[config.mk]
export PLATFORM = sky130hd
export DESIGN_NAME = pipe_scheduler_flat
export DESIGN_NICKNAME = d
export VERILOG_FILES = /design/src/rtl/pipe_scheduler_if.sv /design/src/rtl/pipe_scheduler.sv /design/src/flat_wrapper.sv
export SDC_FILE = /design/constraint.sdc
export NUM_CORES = 1
export LEC_CHECK = 0
export BUFFER_PORTS_ARGS = -buffer_cell sky130_fd_sc_hd__buf_2
export CORE_MARGIN = 4
export CORE_UTILIZATION = 25
export DETAILED_ROUTE_END_ITERATION = 16
export PLACE_DENSITY_LB_ADDON = 0.1
export SLEW_MARGIN = 20
export SYNTH_ARGS = -nofsm -noshare
export SYNTH_HDL_FRONTEND = slang
export SYNTH_SLANG_ARGS = --single-unit
[constraint.sdc]
create_clock -name Clk -period 3.88 [get_ports Clk]
set_input_delay 1.164 -clock Clk [delete_from_list [all_inputs] [get_ports Clk]]
set_output_delay 1.164 -clock Clk [all_outputs]
set_load 0.02 [all_outputs]
[src/rtl/pipe_scheduler_if.sv]
// Bundle of game-control inputs and pipe-state outputs for pipe_scheduler.
// The master side drives Start/Lost/Tick/BirdX; the slave side drives pipe state.
interface pipe_scheduler_if;
    logic       Start;
    logic       Lost;
    logic       Tick;
    logic [9:0] BirdX;
    logic [9:0] PipeX0, PipeX1, PipeX2;
    logic [9:0] PipeY0, PipeY1, PipeY2;
    logic [2:0] PipeValid;
    logic       ScoreInc;
    logic       Running;
    logic       SpawnOverrun;

    modport master (
        output Start, Lost, Tick, BirdX,
        input  PipeX0, PipeX1, PipeX2, PipeY0, PipeY1, PipeY2,
        input  PipeValid, ScoreInc, Running, SpawnOverrun
    );

    modport slave (
        input  Start, Lost, Tick, BirdX,
        output PipeX0, PipeX1, PipeX2, PipeY0, PipeY1, PipeY2,
        output PipeValid, ScoreInc, Running, SpawnOverrun
    );
endinterface

[src/rtl/pipe_scheduler.sv]
// Game-state FSM plus three pipe slots that scroll left one pixel per Tick and
// respawn at SPAWN_X every SPAWN_INTERVAL Ticks with an LFSR-derived gap height.
module pipe_scheduler #(
    parameter int unsigned SPAWN_X        = 800,
    parameter int unsigned SPAWN_INTERVAL = 267
) (
    input  logic            Clk,
    input  logic            Reset,
    pipe_scheduler_if.slave bus
);
    localparam logic [9:0] SPAWN_X_V = 10'(SPAWN_X);
    localparam logic [9:0] RELOAD    = 10'(SPAWN_INTERVAL - 1);

    typedef enum logic [1:0] {
        IDLE   = 2'd0,
        RUN    = 2'd1,
        FROZEN = 2'd2
    } state_t;

    state_t     state, state_next;
    logic       do_tick, do_clear, do_start;
    logic [9:0] x_q [3];
    logic [9:0] y_q [3];
    logic [2:0] valid_q;
    logic [9:0] spawn_cnt;
    logic [8:0] lfsr;
    logic       score_q, overrun_q;
    logic [1:0] free_slot;
    logic       have_free, bird_hit;
    logic [8:0] lfsr_fold;
    logic [9:0] gap_y;

    // NOTE: sequential state uses non-blocking assignments so every register
    // samples pre-edge values regardless of block evaluation order.
    always_ff @(posedge Clk or posedge Reset) begin
        if (Reset) state <= IDLE;
        else       state <= state_next;
    end

    // Lost outranks Tick and Start while running.
    always_comb begin
        // NOTE: every comb output gets a default first so no path leaves it
        // unassigned, which would infer a latch.
        state_next = state;
        do_tick    = 1'b0;
        do_clear   = 1'b0;
        do_start   = 1'b0;
        unique case (state)
            IDLE: begin
                if (bus.Start && !bus.Lost) begin
                    state_next = RUN;
                    do_start   = 1'b1;
                end
            end
            RUN: begin
                if (bus.Lost)          state_next = FROZEN;
                else if (bus.Tick)     do_tick    = 1'b1;
            end
            FROZEN: begin
                if (bus.Start && !bus.Lost) begin
                    state_next = IDLE;
                    do_clear   = 1'b1;
                end
            end
            default: state_next = IDLE;
        endcase
    end

    // Lowest free slot (as of before this Tick) and bird-crossing detect.
    always_comb begin
        free_slot = 2'd0;
        have_free = 1'b0;
        bird_hit  = 1'b0;
        for (int i = 2; i >= 0; i--) begin
            if (!valid_q[i]) begin
                free_slot = 2'(i);
                have_free = 1'b1;
            end
        end
        for (int i = 0; i < 3; i++) begin
            if (valid_q[i] && (x_q[i] == bus.BirdX)) bird_hit = 1'b1;
        end
    end

    assign lfsr_fold = (lfsr < 9'd475) ? lfsr : (lfsr - 9'd475);
    assign gap_y     = 10'(lfsr_fold) + 10'd25;

    // Taps at bits 9 and 5 of x^9+x^5+1; maximal length, period 511.
    always_ff @(posedge Clk or posedge Reset) begin
        if (Reset) lfsr <= 9'h001;
        else       lfsr <= {lfsr[7:0], lfsr[8] ^ lfsr[4]};
    end

    always_ff @(posedge Clk or posedge Reset) begin
        if (Reset) begin
            for (int i = 0; i < 3; i++) begin
                x_q[i] <= '0;
                y_q[i] <= '0;
            end
            valid_q   <= '0;
            spawn_cnt <= '0;
            score_q   <= 1'b0;
            overrun_q <= 1'b0;
        end else begin
            score_q <= 1'b0;
            if (do_clear) begin
                for (int i = 0; i < 3; i++) begin
                    x_q[i] <= '0;
                    y_q[i] <= '0;
                end
                valid_q   <= '0;
                overrun_q <= 1'b0;
            end else if (do_start) begin
                spawn_cnt <= '0;
            end else if (do_tick) begin
                score_q <= bird_hit;
                for (int i = 0; i < 3; i++) begin
                    if (valid_q[i]) begin
                        if (x_q[i] == 10'd0) valid_q[i] <= 1'b0;
                        else                 x_q[i]     <= x_q[i] - 10'd1;
                    end
                end
                // The spawn target was already invalid, so the scroll loop never touches it.
                if (spawn_cnt == 10'd0) begin
                    spawn_cnt <= RELOAD;
                    if (have_free) begin
                        x_q[free_slot]     <= SPAWN_X_V;
                        y_q[free_slot]     <= gap_y;
                        valid_q[free_slot] <= 1'b1;
                    end else begin
                        overrun_q <= 1'b1;
                    end
                end else begin
                    spawn_cnt <= spawn_cnt - 10'd1;
                end
            end
        end
    end

    assign bus.PipeX0       = x_q[0];
    assign bus.PipeX1       = x_q[1];
    assign bus.PipeX2       = x_q[2];
    assign bus.PipeY0       = y_q[0];
    assign bus.PipeY1       = y_q[1];
    assign bus.PipeY2       = y_q[2];
    assign bus.PipeValid    = valid_q;
    assign bus.ScoreInc     = score_q;
    assign bus.Running      = (state == RUN);
    assign bus.SpawnOverrun = overrun_q;
endmodule

[src/flat_wrapper.sv]
// flat-port wrapper written by rule: the top's interface ports become plain ports
module pipe_scheduler_flat 
#(
    parameter int unsigned SPAWN_X        = 800,
    parameter int unsigned SPAWN_INTERVAL = 267
)
  (Clk, Reset, bus_Start, bus_Lost, bus_Tick, bus_BirdX, bus_PipeX0, bus_PipeX1, bus_PipeX2, bus_PipeY0, bus_PipeY1, bus_PipeY2, bus_PipeValid, bus_ScoreInc, bus_Running, bus_SpawnOverrun);
  pipe_scheduler_if bus_i ();
  input  logic Clk;
  input  logic Reset;
  input wire logic [$bits(bus_i.Start)-1:0] bus_Start;
  input wire logic [$bits(bus_i.Lost)-1:0] bus_Lost;
  input wire logic [$bits(bus_i.Tick)-1:0] bus_Tick;
  input wire logic [$bits(bus_i.BirdX)-1:0] bus_BirdX;
  output wire logic [$bits(bus_i.PipeX0)-1:0] bus_PipeX0;
  output wire logic [$bits(bus_i.PipeX1)-1:0] bus_PipeX1;
  output wire logic [$bits(bus_i.PipeX2)-1:0] bus_PipeX2;
  output wire logic [$bits(bus_i.PipeY0)-1:0] bus_PipeY0;
  output wire logic [$bits(bus_i.PipeY1)-1:0] bus_PipeY1;
  output wire logic [$bits(bus_i.PipeY2)-1:0] bus_PipeY2;
  output wire logic [$bits(bus_i.PipeValid)-1:0] bus_PipeValid;
  output wire logic [$bits(bus_i.ScoreInc)-1:0] bus_ScoreInc;
  output wire logic [$bits(bus_i.Running)-1:0] bus_Running;
  output wire logic [$bits(bus_i.SpawnOverrun)-1:0] bus_SpawnOverrun;
  assign bus_i.Start = bus_Start;
  assign bus_i.Lost = bus_Lost;
  assign bus_i.Tick = bus_Tick;
  assign bus_i.BirdX = bus_BirdX;
  assign bus_PipeX0 = bus_i.PipeX0;
  assign bus_PipeX1 = bus_i.PipeX1;
  assign bus_PipeX2 = bus_i.PipeX2;
  assign bus_PipeY0 = bus_i.PipeY0;
  assign bus_PipeY1 = bus_i.PipeY1;
  assign bus_PipeY2 = bus_i.PipeY2;
  assign bus_PipeValid = bus_i.PipeValid;
  assign bus_ScoreInc = bus_i.ScoreInc;
  assign bus_Running = bus_i.Running;
  assign bus_SpawnOverrun = bus_i.SpawnOverrun;
  pipe_scheduler #(.SPAWN_X(SPAWN_X), .SPAWN_INTERVAL(SPAWN_INTERVAL)) u_core (.Clk(Clk), .Reset(Reset), .bus(bus_i));
endmodule
Word level (Yosys, flattened, before mapping)
Index checks and enable logic that the tools add are counted.
{"block": "op_classes", "reduce_logical": 21, "magnitude_cmp": 5, "bitwise_logic": 7, "mux": 81, "add_sub_neg": 6, "n_eq_ne": 10}
{"operator": "$mux 30", "count": 10}
{"operator": "$mux 10", "count": 19}
{"operator": "$logic_not 10->1", "count": 4}
{"operator": "$sub 10x1->10 const B", "count": 4}
{"operator": "$mux 1", "count": 36}
{"operator": "$bwmux 30", "count": 1}
{"operator": "$eq 10x10->1", "count": 3}
{"operator": "$and 21x21->21", "count": 1}
{"operator": "$not 21->21", "count": 1}
{"operator": "$demux 10 s2", "count": 1}
{"operator": "$mux 3", "count": 5}
{"operator": "$mux 2", "count": 6}
{"operator": "$add 9x5->10 const B", "count": 1}
{"operator": "$lt 9x9->1 const B", "count": 1}
{"operator": "$mux 9", "count": 1}
{"operator": "$or 9x9->9", "count": 1}
{"operator": "$sub 9x9->9 const B", "count": 1}
{"operator": "$ne 2x1->1 const B", "count": 4}
{"operator": "$reduce_and 4->1", "count": 2}
{"operator": "$reduce_bool 2->1", "count": 4}
{"operator": "$logic_and 1x1->1", "count": 6}
{"operator": "$pmux 2 s3", "count": 1}
{"operator": "$reduce_and 2->1", "count": 2}
{"operator": "$ge 3x3->1 const B", "count": 1}
{"operator": "14 further kinds", "count": 14}
{"block": "word_totals", "output_inout_bits": 66, "word_cells": 142, "inputBits": 15, "reg_bits": 86}

Longest topological paths before layout
Gate-level depths: netlist of run 1.
{"block": "logic_depth", "word_depth": 15, "ltp_mapped": 10}

Least setup slack after synthesis of run 1
No wires, ideal clock.
{"block": "synth_timing", "kind": "register to register", "from": "register u_core.lfsr[0]", "to": "register u_core.y_q, in the netlist u_core.bus.PipeY0[4]", "path_slack_ps": 985, "arrival_ps": 2813, "required_ps": 3797, "path_stages_with_launch": 11, "setup_ps": 83, "n_path_buf": 1, "synth_period_minus_slack_ps": 2895, "cell_sequence": "dfstp_2 > buf_2 > a211oi_1 > nor3_2 > xor2_1 > ha_1 > or3b_2 > o2111ai_1 > mux2i_1 > o32a_1 > o21ai_0"}
{"block": "synth_between", "elab_chain_len": 9}
{"element": "from (decl)", "line": "pipe_scheduler.sv:26", "source": "logic [8:0] lfsr;"}
{"element": "from (signal assigned)", "line": "pipe_scheduler.sv:91", "source": "else lfsr <= {lfsr[7:0], lfsr[8] ^ lfsr[4]};"}
{"element": "$sub 9x9->9 or $lt 9x9->1 (tied branches)", "line": "pipe_scheduler.sv:85", "source": "assign lfsr_fold = (lfsr < 9'd475) ? lfsr : (lfsr - 9'd475);"}
{"element": "$mux 9 (*)", "line": "pipe_scheduler.sv:85"}
{"element": "$add 9x5->10 (*)", "line": "pipe_scheduler.sv:86", "source": "assign gap_y = 10'(lfsr_fold) + 10'd25;"}
{"element": "$bwmux 30 (*)", "line": "pipe_scheduler.sv:128", "source": "y_q[free_slot] <= gap_y;"}
{"element": "$mux 30 (*)", "line": "pipe_scheduler.sv:126", "source": "if (have_free) begin"}
{"element": "$mux 30 (*)", "line": "pipe_scheduler.sv:124", "source": "if (spawn_cnt == 10'd0) begin"}
{"element": "$mux 30 (*)", "line": "pipe_scheduler.sv:115", "source": "end else if (do_tick) begin"}
{"element": "$mux 30 (*)", "line": "pipe_scheduler.sv:113", "source": "end else if (do_start) begin"}
{"element": "$mux 30 (*)", "line": "pipe_scheduler.sv:106", "source": "if (do_clear) begin"}
{"element": "to (signal, indexed assignment)", "line": "pipe_scheduler.sv:128"}
{"element": "to (decl)", "line": "pipe_scheduler.sv:23", "source": "logic [9:0] y_q [3];"}
Every way passes the cells marked *; elsewhere a longest branch is shown, timed or not. The select of a mux whose other input is x is not followed.
A chain may end at the register's enable or synchronous reset.

Final worst setup path of run 1
{"block": "layout_timing", "from": "register u_core.lfsr[3]", "to": "register u_core.y_q, in the netlist u_core.bus.PipeY0[4]"}
The elaborated chain is that of the path after synthesis.

==> metrics.md, run 1 <==
| Metric | Value |
|---|---|
| Most used cells in the layout excluding fill and tap cells | `dfrtp_1, buf_2, nor2_1, nand3_1, xnor2_1` |
| Main combinational cell family by area after synthesis | `simple AND/OR/NAND/NOR gates` |
| I/O Buffers | `80` |
| P&R area growth vs syn | `19.6%` |
| Kind of cell adding the most delay to the critical path | `simple AND/OR/NAND/NOR gates` |
| WP data arrival | `3.61 ns` |
| Start of the worst register-to-register path | `u_core.lfsr[3]` |
| Final Cell Area | `5890 um^2` |
| Sink of the worst hold path | `u_core.lfsr[8]` |
| Root Buffer Master | `clkbuf_16` |
| Post-DP HPWL | `11,400 um` |
| Synth Area in Compound Gates | `0.155` |
| Grt ovf | `0` |
| Largest net degree at the start of global routing | `39` |
| Row count | `51` |
| RR Endpoint | `u_core.bus.PipeY0[4]` |
| Setup TNS | `0 ns` |
| Setup violations, final | `0` |
| Crit. End Element | `flop` |
| GR Util All Layers | `0.143` |
| Post-Syn Area per Cell | `9.17 um^2` |
| Top-area cell type share of the netlist area | `0.432` |
| Die X | `148 um` |
| EDFF count, synth | `0` |
| Area taken by multi-input logic gates | `2590 um^2` |
| Placer Congestion | `0.774` |
| F_max | `297 MHz` |
| RSZ-0062 raised after global routing | `no` |
| Placed cell area | `5600 um^2` |
| Slowest CP cell | `dfrtp_1` |
| Synth Area in XOR/XNOR | `0.107` |
| Commonest non-fill, non-tap cell in the layout | `dfrtp_1` |
| Hold Path Origin | `u_core.lfsr[7]` |
| Core region area | `19,400 um^2` |
| Worst path max stage delay | `0.57 ns` |
| Worst clock skew | `0.00719 ns` |
| Hold path depth | `0` |
| Synth Instances | `537` |
| Final Core Density | `0.304` |
| Detail Route Antenna Nets | `0` |
| Setup Crit Path Kind | `flop to flop` |
| Reg area | `2150 um^2` |
| Critical path launch point type | `flop` |
| Post-Synthesis Cell Area | `4920 um^2` |
| Clk pin slew, worst setup/hold paths | `0.07 ns` |
| Critical path depth in cells | `9` |
| Hold buffers post-CTS | `0` |
| Library cells used by synthesis | `60` |
| Initial antenna violation count | `0` |
| Leak Pwr | `2.75 nW` |
| DR iter-0 viols | `294` |
| Flop-to-flop setup slack | `0.51 ns` |
| # IOs | `81` |
| Fill count | `2,089` |
| Critical-path cell list | `a21oi_1 > nor3_2 > xor2_1 > ha_1 > or3b_2 > o2111ai_1 > mux2i_1 > o32a_1 > o21ai_0` |
| Status | `finished clean` |
| Seq cells post-synth | `86` |
| Initial Utilization | `0.254` |
| H-tree Lvls | `3` |
| Clk sink count | `86` |
| Residual DRC | `0` |
| Register area share after synthesis | `0.437` |
| Crit path buffers/inverters | `0` |
| FFs w/ async S/R, synth | `1.00` |
| Worst VDD drop | `0.205 mV` |
| Via count | `4,368` |
| Synthesized net count | `558` |
| Post-DR wirelength/cell | `17.4 um` |
| Pre-Repair DR Iteration Count | `5` |
| CP required | `4.13 ns` |
| Final Max Tran Viols | `0` |
| Crit path max fanout | `11` |
| CTS tree | `done` |
| Post-CTS Setup Bufs | `0` |
| DRT Wirelength | `15,300 um` |
| Max Cap Viol | `0` |
| TritonCTS buffer count | `9` |
| Simple-gate share of the synthesized area | `0.243` |
| Final worst-path cycle share | `0.868` |
| Worst Hold Class | `flop to flop` |
| Synth Area in Adders | `0.0152` |
| Reg2Reg Depth | `9` |
| Placed Cells | `862` |
| Final min period | `3.37 ns` |
| Share of cells above drive strength 1 | `0.191` |
| Vias/cell | `4.97` |
| Antenna diodes | `0` |
| Clk buf depth | `2` |
| Yosys Warn Count | `0` |
| Mux cell area share after synthesis | `0.00635` |
| Synth area leaders | `dfrtp_1, xnor2_1, xor2_1, nand3_1, nor2_1` |
| CTS-repair resized insts | `0` |
| Ys flop type | `dfrtp_1` |
| Post-synth top area cell | `dfrtp_1` |
| Finished Layout Cells | `878` |
| Clk_lat worst skew | `0.34 ns` |
| Die Ht | `148 um` |
| Final hold viol count | `0` |
| First-pass GRT wire length | `25,100 um` |
| PwrDens | `566 nW/um^2` |
| Vias in the first global route | `4,321` |
| Least-Margin Pin Slew | `0.764 ns` |
| NumNets Final | `629` |
| Slew margin rel. | `0.491` |
| DIE AREA | `22,000 um^2` |
-- worst max-delay path by stage --
stage	startpoint	endpoint	slack, ns
floorplan	Reset	u_core.bus.PipeValid[0]	0.50
global placement	u_core.lfsr[8]	u_core.bus.PipeY0[4]	0.64
detailed placement	u_core.lfsr[6]	u_core.bus.PipeY0[4]	0.51
CTS	u_core.lfsr[6]	u_core.bus.PipeY0[4]	0.48
global route	u_core.lfsr[6]	u_core.bus.PipeY0[4]	0.27
finish	u_core.lfsr[3]	u_core.bus.PipeY0[4]	0.51
-- sequential cells by signal (all words and copies together), names as in the netlist --
signal / count
u_core.bus.PipeX2: 10
u_core.bus.PipeX1: 10
u_core.bus.PipeX0: 10
u_core.state: 2
u_core.bus.PipeY2: 10
u_core.bus.ScoreInc: 1
u_core.spawn_cnt: 10
u_core.lfsr: 9
u_core.bus.PipeValid: 3
u_core.bus.PipeY0: 10
u_core.bus.SpawnOverrun: 1
u_core.bus.PipeY1: 10
-- kinds of logic (layout without fill, tap and decap cells) --
group / after synthesis / count (layout)
AND/OR/NAND/NOR: 225 / 225
AO/OA/AOI/OAI: 110 / 110
multiplexers: 3 / 3
buffers and inverters: 47 / 123
adder cells (fa/ha/maj): 6 / 6
XOR/XNOR: 60 / 60
flip-flops: 86 / 86
-- stage by stage --
step	total power [mW]	hold WS, ns	setup slack, ns
floorplan	2.13	0.349	0.496
global placement	2.51	0.440	0.637
detailed placement	2.51	0.446	0.508
CTS	3.38	0.469	0.479
global route	3.58	0.494	0.269
finish	3.33	0.465	0.514
-- cells in the mapped netlist, types with 6 or more instances --
| cell | count |
|---|---|
| a21oi_1 | 22 |
| a31oi_1 | 6 |
| and3_1 | 7 |
| clkbuf_1 | 22 |
| dfrtp_1 | 85 |
| ha_1 | 6 |
| inv_1 | 20 |
| nand2_1 | 32 |
| nand3_1 | 43 |
| nand4_1 | 11 |
| nor2_1 | 54 |
| nor3_1 | 15 |
| nor4_1 | 15 |
| o211ai_1 | 7 |
| o21ai_0 | 30 |
| or4_1 | 6 |
| xnor2_1 | 33 |
| xor2_1 | 27 |
-- metal layers --
layer | part of all wire | track usage | vias to the layer above
li1 | - | - | 2088
met1 | 0.48 | 0.202 | 2161
met2 | 0.46 | 0.221 | 104
met3 | 0.043 | 0.0280 | 15
met4 | 0.016 | 0.0494 | 0
met5 | 0 | 0 | -
-- power by group --
part | switching [mW] | internal (mW) | total (mW)
Combinational | 0.719 | 0.449 | 1.17
Sequential | 0.257 | 1.06 | 1.32
Clock | 0.364 | 0.485 | 0.850
-- final cells by class --
type | instances | area share
repair buffers | 87 | 0.0769
flip-flops and latches | 86 | 0.366
well taps | 265 | 0.0563
clock buffers | 13 | 0.0459
inverters | 20 | 0.0130
multi-input cells | 404 | 0.439
clock inverters | 3 | 0.00297
No activity file was read; power rests on OpenSTA's default activity.
==> run 2: changes to the inputs <==
--- a/config.mk
+++ b/config.mk
@@ -6,6 +6,7 @@
 export NUM_CORES = 1
 export LEC_CHECK = 0
 export BUFFER_PORTS_ARGS = -buffer_cell sky130_fd_sc_hd__buf_2
+export CORE_ASPECT_RATIO = 1.1
 export CORE_MARGIN = 4
 export CORE_UTILIZATION = 25
 export DETAILED_ROUTE_END_ITERATION = 16
==> run 2 against run 1 <==
Effect of this change: first-iteration DRC count fell by 5.8%; count of clock-buffer cells in the layout fell by 3; cell count fell by 2.1%; core utilization rose by 0.36 points; total power rose by 3.3%; clock power rose by 8.9%; cell area rose by 0.30%; clock skew fell by 0.0013 ns; hold slack improved by 0.012 ns; wire length rose by 5.0%; register-to-register slack barely moved; non-clock buffer count did not move; critical path type unchanged; critical endpoint is now u_core.bus.PipeY2[4]; largest cell class unchanged.
==> metrics.md, run 2 (synthesis gave the netlist of run 1 again) <==
| Metric | Value |
|---|---|
| Setup violations, final | `0 (unchanged)` |
| Root Buffer Master | `clkbuf_16` |
| Crit path max fanout | `11 (unchanged)` |
| Initial antenna violation count | `0 (unchanged)` |
| PwrDens | `583 nW/um^2 (+3.0%)` |
| Clk buf depth | `2 (unchanged)` |
| Detail Route Antenna Nets | `0 (unchanged)` |
| Via count | `4,361 (-0.16%)` |
| Antenna diodes | `0 (unchanged)` |
| Clk pin slew, worst setup/hold paths | `0.06 ns (about the same)` |
| Setup TNS | `0 ns (unchanged)` |
| Setup Crit Path Kind | `flop to flop` |
| WP data arrival | `3.63 ns (+0.02 ns)` |
| RR Endpoint | `u_core.bus.PipeY2[4]` |
| Max Cap Viol | `0 (unchanged)` |
| H-tree Lvls | `3 (unchanged)` |
| Status | `finished clean` |
| Critical path launch point type | `flop` |
| Placer Congestion | `0.843 (+8.9%)` |
| Pre-Repair DR Iteration Count | `4 (-1)` |
| Post-DP HPWL | `11,700 um (+2.7%)` |
| CP Capture Point | `u_core.bus.PipeY2[4]` |
| Share of cells above drive strength 1 | `0.191 (unchanged)` |
| Crit. End Element | `flop` |
| Commonest non-fill, non-tap cell in the layout | `dfrtp_1` |
| Worst VDD drop | `0.232 mV (+13%)` |
| GR Util All Layers | `0.148 (+0.00492)` |
| I/O Buffers | `80 (unchanged)` |
| Final Cell Area | `5910 um^2 (+0.30%)` |
| Critical path origin | `u_core.lfsr[6]` |
| Clk_lat worst skew | `0.34 ns (about the same)` |
| CTS-repair resized insts | `0 (unchanged)` |
| # IOs | `81 (unchanged)` |
| Post-DR wirelength/cell | `18.7 um (+7.2%)` |
| First-pass GRT wire length | `25,900 um (+3.1%)` |
| Final hold viol count | `0 (unchanged)` |
| Grt ovf | `0 (unchanged)` |
| DIE AREA | `22,000 um^2 (about the same)` |
| Flop-to-flop setup slack | `0.50 ns (about the same)` |
| Core region area | `19,200 um^2 (-0.86%)` |
| CTS tree | `done` |
| DR iter-0 viols | `277 (-5.8%)` |
| CP required | `4.13 ns (about the same)` |
| Residual DRC | `0 (unchanged)` |
| Most used cells in the layout excluding fill and tap cells | `dfrtp_1, buf_2, nor2_1, nand3_1, xnor2_1` |
| NumNets Final | `629 (unchanged)` |
| Vias/cell | `5.07 (+1.9%)` |
| Slew margin rel. | `0.489 (-0.00172)` |
| Die Ht | `155 um (+4.6%)` |
| P&R area growth vs syn | `20.0%` |
| TritonCTS buffer count | `9 (unchanged)` |
| RSZ-0062 raised after global routing | `no` |
| Initial Utilization | `0.256 (+0.00221)` |
| Final worst-path cycle share | `0.871 (+0.00327)` |
| Final Max Tran Viols | `0 (unchanged)` |
| Placed cell area | `5590 um^2 (-0.18%)` |
| Leak Pwr | `2.77 nW (+0.56%)` |
| F_max | `296 MHz (-0.38%)` |
| Clk sink count | `86 (unchanged)` |
| Least-Margin Pin Slew | `0.766 ns (+0.00258 ns)` |
| Die X | `142 um (-4.4%)` |
| Hold buffers post-CTS | `0 (unchanged)` |
| Final min period | `3.38 ns (+0.0127 ns)` |
| Hold path depth | `0 (unchanged)` |
| Worst Hold Class | `flop to flop` |
| Worst clock skew | `0.00592 ns (-0.00127 ns)` |
| Row count | `53 (+3.9%)` |
| Reg2Reg Depth | `9 (unchanged)` |
| Vias in the first global route | `4,526 (+4.7%)` |
| Start of the worst register-to-register path | `u_core.lfsr[6]` |
| Post-CTS Setup Bufs | `0 (unchanged)` |
| Largest net degree at the start of global routing | `53 (+36%)` |
| DRT Wirelength | `16,000 um (+5.0%)` |
run 2: changes by cell type in the layout (fill, tap and decap cells not counted), sizes merged:
cell | previous run | this run
clkbuf | 13 | 10
bufinv | 0 | 2
clkinv | 3 | 4
run 2: report_power, final:
part / internal [mW] / switching (mW)
logic: 0.450 / 0.731
registers: 1.06 / 0.278
clock network: 0.563 / 0.362
total: 2.07 / 1.37
run 2: routing by layer:
metal | global-route usage | wire, um | vias up
li1 | - | - | 2084
met1 | 0.193 | 7090 | 2161
met2 | 0.248 | 8050 | 102
met3 | 0.0298 | 630 | 14
met4 | 0.0471 | 264 | 0
met5 | 0 | 0 | -
run 2: stage by stage:
stage | utilization | power, mW | hold WS [ns] | instances | setup slack (ns)
3_5_place_dp | 0.291 | 2.54 | 0.461 | 844 | 0.488
5_1_grt | 0.307 | 3.68 | 0.497 | 860 | 0.203
3_3_place_gp | 0.291 | 2.54 | 0.438 | 844 | 0.638
2_1_floorplan | - | 2.13 | 0.349 | 537 | 0.496
6_report | 0.307 | 3.44 | 0.477 | 860 | 0.501
4_1_cts | 0.307 | 3.50 | 0.466 | 860 | 0.489
run 2: worst max-delay path, cell delays in order (launching register included):
cell	delay [ns]
dfrtp_1	0.44
nand3_1	0.35
nor3_2	0.61
xor2_1	0.32
ha_1	0.36
or3b_2	0.47
o2111ai_1	0.11
mux2i_1	0.10
o32a_1	0.37
o21ai_0	0.16
run 2: layout make-up:
class	instances	area, um^2
clock buffer	10	229
clock inverter	6	86.3
multi-input combinational	404	2590
tap	247	309
sequential	86	2150
fill	2049	13300
inverter	20	76.3
timing repair buffer	87	465
run 2: worst min-delay path by stage:
stage | start | endpoint
3_5_place_dp | u_core.lfsr[7] | u_core.lfsr[8]
2_1_floorplan | u_core.lfsr[3] | u_core.lfsr[4]
3_3_place_gp | u_core.lfsr[7] | u_core.lfsr[8]
5_1_grt | u_core.lfsr[7] | u_core.lfsr[8]
6_report | u_core.lfsr[7] | u_core.lfsr[8]
4_1_cts | u_core.lfsr[7] | u_core.lfsr[8]
